===== src/rtl/key_expansion_unit_if.sv =====
// Bus bundle between the AES-128 key schedule engine, its round-key consumer
// and the shared external S-box bank.
interface key_expansion_unit_if;
    logic         start;
    logic [127:0] key_in;
    logic [31:0]  sbox_in;
    logic [31:0]  sbox_out;
    logic         rk_we;
    logic [3:0]   rk_idx;
    logic [127:0] rk_data;
    logic         busy;
    logic         done;

    modport slave (
        input  start, key_in, sbox_out,
        output sbox_in, rk_we, rk_idx, rk_data, busy, done
    );

    modport master (
        output start, key_in, sbox_out,
        input  sbox_in, rk_we, rk_idx, rk_data, busy, done
    );
endinterface


===== src/rtl/key_expansion_unit.sv =====
// AES-128 key schedule engine: emits round keys 0..10, one per cycle.
// Define KEY_EXPANSION_ZEROIZE_EN to clear the key register when returning to IDLE.
module key_expansion_unit #(
    parameter int NR = 10
) (
    input  logic                  clk,
    input  logic                  rst,
    key_expansion_unit_if.slave   bus
);
    typedef enum logic [1:0] {IDLE, LOAD, EXPAND, FIN} state_t;

    localparam logic [3:0] LAST_IDX = 4'(NR);

    state_t       state, state_next;
    logic [127:0] key_q, key_next;
    logic [3:0]   idx_q, idx_next;
    logic [31:0]  w0, w1, w2, w3;
    logic [31:0]  t, n0, n1, n2, n3;
    logic [7:0]   rcon;
    logic         rk_we, busy, done;

    function automatic logic [7:0] rcon_lookup(input logic [3:0] round);
        case (round)
            4'd1:    rcon_lookup = 8'h01;
            4'd2:    rcon_lookup = 8'h02;
            4'd3:    rcon_lookup = 8'h04;
            4'd4:    rcon_lookup = 8'h08;
            4'd5:    rcon_lookup = 8'h10;
            4'd6:    rcon_lookup = 8'h20;
            4'd7:    rcon_lookup = 8'h40;
            4'd8:    rcon_lookup = 8'h80;
            4'd9:    rcon_lookup = 8'h1b;
            4'd10:   rcon_lookup = 8'h36;
            default: rcon_lookup = 8'h00;
        endcase
    endfunction

    assign w0 = key_q[127:96];
    assign w1 = key_q[95:64];
    assign w2 = key_q[63:32];
    assign w3 = key_q[31:0];

    // The S-box sees RotWord(w3) of whatever key is held, in every state.
    assign bus.sbox_in = {w3[23:0], w3[31:24]};

    assign rcon = rcon_lookup(idx_q + 4'd1);
    assign t    = bus.sbox_out ^ {rcon, 24'h0};
    assign n0   = w0 ^ t;
    assign n1   = w1 ^ n0;
    assign n2   = w2 ^ n1;
    assign n3   = w3 ^ n2;

    always_ff @(posedge clk or negedge rst) begin
        if (!rst) begin
            state <= IDLE;
            key_q <= '0;
            idx_q <= '0;
        end else begin
            state <= state_next;
            key_q <= key_next;
            idx_q <= idx_next;
        end
    end

    // LOAD already advances to round 1 so that a new key is visible every cycle.
    always_comb begin
        state_next = state;
        key_next   = key_q;
        idx_next   = idx_q;
        rk_we      = 1'b0;
        busy       = 1'b1;
        done       = 1'b0;
        case (state)
            IDLE: begin
                busy = 1'b0;
                if (bus.start) begin
                    state_next = LOAD;
                    key_next   = bus.key_in;
                    idx_next   = 4'd0;
                end
            end
            LOAD: begin
                rk_we      = 1'b1;
                state_next = EXPAND;
                key_next   = {n0, n1, n2, n3};
                idx_next   = idx_q + 4'd1;
            end
            EXPAND: begin
                rk_we = 1'b1;
                if (idx_q == LAST_IDX) begin
                    state_next = FIN;
                end else begin
                    key_next = {n0, n1, n2, n3};
                    idx_next = idx_q + 4'd1;
                end
            end
            FIN: begin
                done       = 1'b1;
                state_next = IDLE;
`ifdef KEY_EXPANSION_ZEROIZE_EN
                key_next   = '0;
`else
                key_next   = key_q;
`endif
            end
            default: begin
                state_next = IDLE;
            end
        endcase
    end

    assign bus.rk_we   = rk_we;
    assign bus.busy    = busy;
    assign bus.done    = done;
    assign bus.rk_idx  = idx_q;
    assign bus.rk_data = key_q;
endmodule


===== src/flat_wrapper.sv =====
// flat-port wrapper written by rule: the top's interface ports become plain ports
module key_expansion_unit_flat 
#(
    parameter int NR = 10
)
  (clk, rst, bus_start, bus_key_in, bus_sbox_out, bus_sbox_in, bus_rk_we, bus_rk_idx, bus_rk_data, bus_busy, bus_done);
  key_expansion_unit_if bus_i ();
  input  logic clk;
  input  logic rst;
  input wire logic [$bits(bus_i.start)-1:0] bus_start;
  input wire logic [$bits(bus_i.key_in)-1:0] bus_key_in;
  input wire logic [$bits(bus_i.sbox_out)-1:0] bus_sbox_out;
  output wire logic [$bits(bus_i.sbox_in)-1:0] bus_sbox_in;
  output wire logic [$bits(bus_i.rk_we)-1:0] bus_rk_we;
  output wire logic [$bits(bus_i.rk_idx)-1:0] bus_rk_idx;
  output wire logic [$bits(bus_i.rk_data)-1:0] bus_rk_data;
  output wire logic [$bits(bus_i.busy)-1:0] bus_busy;
  output wire logic [$bits(bus_i.done)-1:0] bus_done;
  assign bus_i.start = bus_start;
  assign bus_i.key_in = bus_key_in;
  assign bus_i.sbox_out = bus_sbox_out;
  assign bus_sbox_in = bus_i.sbox_in;
  assign bus_rk_we = bus_i.rk_we;
  assign bus_rk_idx = bus_i.rk_idx;
  assign bus_rk_data = bus_i.rk_data;
  assign bus_busy = bus_i.busy;
  assign bus_done = bus_i.done;
  key_expansion_unit #(.NR(NR)) u_core (.clk(clk), .rst(rst), .bus(bus_i));
endmodule

===== config.mk =====
export PLATFORM = sky130hd
export DESIGN_NAME = key_expansion_unit_flat
export DESIGN_NICKNAME = d
export VERILOG_FILES = /design/src/rtl/key_expansion_unit_if.sv /design/src/rtl/key_expansion_unit.sv /design/src/flat_wrapper.sv
export SDC_FILE = /design/constraint.sdc
export NUM_CORES = 1
export LEC_CHECK = 0
export ABC_AREA = 0
export CORE_MARGIN = 1
export CORE_UTILIZATION = 45
export CTS_CLUSTER_SIZE = 8
export DETAILED_ROUTE_END_ITERATION = 8
export HOLD_SLACK_MARGIN = 0.08
export PLACE_DENSITY = 0.83
export SETUP_SLACK_MARGIN = 0.05
export SYNTH_ARGS = -nofsm -noshare
export SYNTH_HDL_FRONTEND = slang
export SYNTH_SLANG_ARGS = --single-unit
export TNS_END_PERCENT = 10

===== constraint.sdc =====
create_clock -name clk -period 2.8 [get_ports clk]
set_input_delay 0.84 -clock clk [delete_from_list [all_inputs] [get_ports clk]]
set_output_delay 0.84 -clock clk [all_outputs]
set_load 0.005 [all_outputs]

* Word-level counts from Yosys, hierarchy flattened
Memory sizes are Yosys's and may differ from the RTL's. Index checks and enable logic that the tools add are counted.
Operators by class: add/sub/neg operators 1, bitwise operators 6, multiply operators 0, magnitude comparators 0, div/mod/pow operators 0, equal/unequal tests 7, reduce and logical (&&, ||, !) cells 6, shift operators 0, mux-type cells 12
Operators with widths (count):
- 128-bit one-hot mux with 3 select lines | 1
- 128-bit two-way mux | 2
- 32-bit bitwise XOR | 5
- 4-bit one-hot mux with 3 select lines | 1
- 4-bit two-way mux | 2
- 2-bit one-hot mux with 4 select lines | 1
- 3-bit AND reduction | 2
- 4-bit by 1-bit adder with 4-bit output (second input constant) | 1
- 2-bit == test (second input constant) | 2
- 4-bit == test (second input constant) | 1
- 2-bit two-way mux | 2
- 2-bit inequality test (second input constant) | 2
- 1-bit two-way mux | 3
- 3-bit nonzero test | 1
- 2-bit by 1-bit == test with 1-bit output (second input constant) | 1
- 2-bit logical NOT | 1
- 2-bit by 1-bit inequality test with 1-bit output (second input constant) | 1
- 2-bit AND reduction | 1
- 2-bit OR reduction | 1
- 1-bit NOT | 1
Storage, ports and cells: memory bits (writable) 0, output and inout bits 167, memory bits (read-only) 128, bits in latches 0, bits in registers 134, memories 1
Memories:
- (name not given) | words 16, bits a word 8, rd ports 1, clocked after memory_dff 0, wr ports 0, RTL line key_expansion_unit.sv:23 | case (round)

* Longest topological paths before layout
An unclocked memory read counts as a cell.
depth in word-level cells 9, mapped depth 11

* Least setup slack after synthesis
Ideal clock, no wire load.
kind reg-to-reg, start point register u_core.idx_q[0] (netlist: u_core.bus.rk_idx[0]), end point register u_core.key_q[34] (netlist: u_core.bus.rk_data[34]), setup time 0.137 ns, data required time 2.663 ns, buffers on the path 3, stages on the path, launching flop included 12, path slack 0.398 ns, arrival time 2.265 ns, cells stage by stage dfrtp_1 -> buf_2 -> inv_1 -> ha_1 -> nand3b_1 -> o22ai_1 -> nor2_1 -> clkbuf_1 -> clkbuf_1 -> nand3_1 -> o21ai_0 -> a21oi_1
Between the ends: longest elaborated chain between the ends 3
RTL lines:
- start: declaration | RTL line key_expansion_unit.sv:16 | logic [3:0] idx_q, idx_next;
- start signal: assignment | RTL line key_expansion_unit.sv:61 | idx_q <= idx_next;
- 4-bit == test | RTL line key_expansion_unit.sv:90 | if (idx_q == LAST_IDX) begin
- 2-bit inequality test (no line)
- 3-bit AND reduction (no line)
- end signal: assignment | RTL line key_expansion_unit.sv:60 | key_q <= key_next;
- end: declaration | RTL line key_expansion_unit.sv:15 | logic [127:0] key_q, key_next;
Every way passes these cells. A chain may end at the register's enable or synchronous reset.

* Worst setup path after layout
start point register u_core.state[0], end point output port bus_rk_we
Between the ends: longest elaborated chain between the ends 3, elaborated cells on any way between the ends 4, those cells by class 2 x eq/ne; 1 x mux; 1 x reduce/logical
RTL lines:
- start: declaration | RTL line key_expansion_unit.sv:14 | state_t state, state_next;
- start signal: assignment | RTL line key_expansion_unit.sv:59 | state <= state_next;
- 2-bit by 1-bit == test with 1-bit output or 2-bit == test (tied branches) | RTL line key_expansion_unit.sv:73 | case (state)
- 2-bit OR reduction (no line) *
- 1-bit two-way mux * | RTL line key_expansion_unit.sv:73
- end: declaration | RTL line flat_wrapper.sv:14 | output wire logic [$bits(bus_i.rk_we)-1:0] bus_rk_we;
Every way passes the cells marked *; elsewhere a longest branch is shown, timed or not.

==> impl_metrics.env <==
export IMPL_die_y_um=138
export IMPL_routedWlPerCell_um=17.9
export IMPL_drt_iter0_drc=565
export IMPL_gr_usage_all_layers_pct=27.4
export IMPL_netlist_area_sq_um=8330
export IMPL_numPortBuffers=329
export IMPL_max_stage_delay_ns=0.51
export IMPL_cts_buffer_depth=2
export IMPL_syn_inst=933
export IMPL_p_sw_uw=8600
export IMPL_critPathLaunch="u_core.state[0]"
export IMPL_ys_warn_count=0
export IMPL_diodes=0
export IMPL_gp_congestion=0.827
export IMPL_r2r_slack_ns=0.24
export IMPL_top_layer="met4"
export IMPL_setup_viol=0
export IMPL_worst_r2r_path_depth=8
export IMPL_clk_latency_ns=0.42
export IMPL_syn_num_nets=1106
export IMPL_leakagePower_uw=0.00492
export IMPL_cp_num_buf_inv=2
export IMPL_synth_distinct_cells=56
export IMPL_avgViaCountPerCell=5.59
export IMPL_route_detailed_drc=0
export IMPL_met2WireLength_um=13200
export IMPL_first_pass_iters=5
export IMPL_synth_compound_area_share_pct=23.6
export IMPL_slew_viol_final=0
export IMPL_hpwlAfterDp_um=18900
export IMPL_cts_root_buffer="clkbuf_16"
export IMPL_async_reset_ff_share_pct=100
export IMPL_synth_edff_count=0
export IMPL_synth_mux_area_share_pct=5.29
export IMPL_core_area_sq_um=18000
export IMPL_netlist_area_leader_share_pct=40.3
export IMPL_ys_seq_area_share_pct=40.3
export IMPL_cts_tree="yes"
export IMPL_cpMaxStageDelayCell="clkdlybuf4s50_1"
export IMPL_drt_wl_total_um=26200
export IMPL_power_density_nw_per_um2=1570
export IMPL_cts_sinks=134
export IMPL_avgSynthCellArea_sq_um=8.92
export IMPL_synthXorXnorAreaFrac_pct=12.1
export IMPL_start_kind="register"
export IMPL_clk_pin_slew_worst_paths_ns=0.06
export IMPL_yosys_top_cells_area="dfrtp_1 (40%), xnor2_1 (7.6%), o22ai_1 (7.4%), o21ai_0 (7.0%), a21oi_1 (6.4%)"
export IMPL_die_area_sq_um=19000
export IMPL_r2r_end="u_core.bus.rk_data[28]"
export IMPL_synth_top_family_by_area="compound AO/OA/AOI/OAI gates"
export IMPL_synthAdderAreaFrac_pct=1.50
export IMPL_grt_overflow_total=0
export IMPL_arrival_ns=1.76
export IMPL_tightest_slew_ns=0.751
export IMPL_wl_met1_um=10900
export IMPL_postLayoutCellArea_sq_um=12500
export IMPL_p_int_uw=11100
export IMPL_period_share_pct=92.7
export IMPL_timing_rr_start="u_core.bus.rk_idx[0]"
export IMPL_critPathCaptureType="output port"
export IMPL_ir_drop_mv=2.60
export IMPL_vias=8193
export IMPL_finalSetupTns_ns=0
export IMPL_max_freq_mhz=385
export IMPL_fin_nets=1396
export IMPL_post_dp_cell_area_sq_um=11900
export IMPL_crit_type="reg -> out"
export IMPL_synth_flop_cell="dfrtp_1"
export IMPL_start_util_pct=46.2
export IMPL_wl_met3_um=1400
export IMPL_grt_max_degree=141
export IMPL_skew_ns=0.0138
export IMPL_min_path_type="in -> async"
export IMPL_postRouteAntennaNets=0
export IMPL_critPathMaxFanout=4
export IMPL_combPwrFrac_pct=65.6
export IMPL_switching_share_pct=43.7
export IMPL_synth_ff_latch_count=134
export IMPL_cts_hold_buf=0
export IMPL_path_cells="inv_1 -> ha_4 -> clkdlybuf4s50_1"
export IMPL_numCtsBuffers=17
export IMPL_yosysTopAreaCell="dfrtp_1"
export IMPL_ioPinCount=330
export IMPL_cts_setup_buffers=0
export IMPL_yosys_area_share_simple_pct=10.6
export IMPL_cpLargestDelayFamily="buffers and inverters"
export IMPL_die_width_um=138
export IMPL_syn_to_final_growth_pct=50.1
export IMPL_critPathRequiredTime_ns=1.96
export IMPL_hold_viol_final=0
export IMPL_ctsResizeCount=0
export IMPL_relSlewSlack_pct=49.9
export IMPL_row_count=49
export IMPL_drive_above_1_share_pct=6.39
export IMPL_min_period_ns=2.60
export IMPL_power_share_sequential_pct=22.4
export IMPL_drv_cap=0
export IMPL_grt_setup_unrepaired="false"
export IMPL_status="completed"
export IMPL_grt_pass1_wl_um=42200
export IMPL_cts_max_level=4
export IMPL_grt_pass1_vias=7956
export IMPL_antenna_found_initial=0
export IMPL_p_clk_share_pct=11.9
synthesized netlist by cell type (2+ instances only):
library cell,instances
a211o_1,2
a21boi_1,3
a21oi_1,107
buf_1,4
buf_2,10
buf_4,33
clkbuf_1,42
dfrtp_1,134
ha_1,10
inv_1,13
mux2i_1,44
nand2_1,52
nand2b_1,4
nand3_1,88
nand3b_1,5
nor2_1,13
nor2b_1,3
nor3_1,4
o211ai_1,3
o21ai_0,116
o21ai_1,3
o22ai_1,98
or2_2,2
or3_1,3
xnor2_1,72
xnor2_2,2
xor2_1,33
xor2_2,2
layout make-up:
| cell class | instances | area (sq um) |
|---|---|---|
| clock inverter | 14 | 174 |
| clock buffer | 18 | 439 |
| inverter | 13 | 48.8 |
| timing repair buffer | 363 | 3750 |
| multi-input combinational | 694 | 4450 |
| sequential | 134 | 3350 |
| tap | 229 | 287 |
| fill | 1408 | 5520 |
cell families after synthesis:
family,after synthesis
XOR/XNOR,110
adder cells (fa/ha/maj),10
AND/OR/NAND/NOR,182
flip-flops,134
AO/OA/AOI/OAI,348
buffers and inverters,105
multiplexers,44
cells in the final DEF (no fill, tap or decap), types with 12 or more instances in the layout:
master	instances
a21oi_1	107
xor2_1	33
o21ai_0	116
clkdlybuf4s50_1	328
inv_1	13
mux2i_1	44
nand3_1	88
xnor2_1	72
clkbuf_16	17
nand2_1	52
o22ai_1	98
dfrtp_1	134
buf_12	16
buf_4	18
nor2_1	12
how the worst max path moves through the flow:
stage | endpoint | cells after the start | slack, ns
5_1_grt | bus_rk_we | 3 | 0.14
3_3_place_gp | u_core.bus.rk_data[62] | 7 | 0.03
4_1_cts | bus_rk_we | 3 | 0.19
3_5_place_dp | u_core.bus.rk_data[62] | 7 | 0.03
2_1_floorplan | u_core.bus.rk_data[34] | 11 | 0.40
6_report | bus_rk_we | 3 | 0.20
per-stage QoR:
stage / setup slack [ns] / util [%] / hold WS, ns / instances / total power [uW]
2_1_floorplan: 0.398 / - / 0.512 / 933 / 12100
3_3_place_gp: 0.0268 / 66.0 / 0.509 / 1433 / 16800
3_5_place_dp: 0.0272 / 66.0 / 0.514 / 1433 / 17300
4_1_cts: 0.191 / 69.4 / 0.397 / 1465 / 19700
5_1_grt: 0.142 / 69.4 / 0.402 / 1465 / 21200
6_report: 0.204 / 69.4 / 0.373 / 1465 / 19700
flip-flops by register name, summed over array words and instances, names as in the netlist:
| signal | count |
|---|---|
| u_core.bus.rk_idx | 4 |
| u_core.bus.rk_data | 128 |
| u_core.state | 2 |
metal layers:
layer  track usage [%]  vias to the layer above
met5                 0                        -
li1                  -                     3952
met4              10.5                        0
met3              5.40                       40
met1              33.9                     3907
met2              47.1                      294
worst reg2reg max path: stages (launching register included):
cell     delay (ns)
dfrtp_1        0.44
ha_1           0.27
xnor2_1        0.15
xnor2_1        0.35
o211a_1        0.29
xnor3_1        0.40
xor2_1         0.22
mux2i_1        0.21
a21oi_1        0.08
power groups by stage:
stage,Clock [uW],Sequential (uW),Combinational [uW]
after floorplan,0,4250,7900
after global placement,0,4340,12500
after detailed placement,0,4420,12900
after CTS,2380,4400,12900
after global routing,2460,4600,14200
final,2350,4420,12900
No activity file was read; power rests on OpenSTA's default activity.
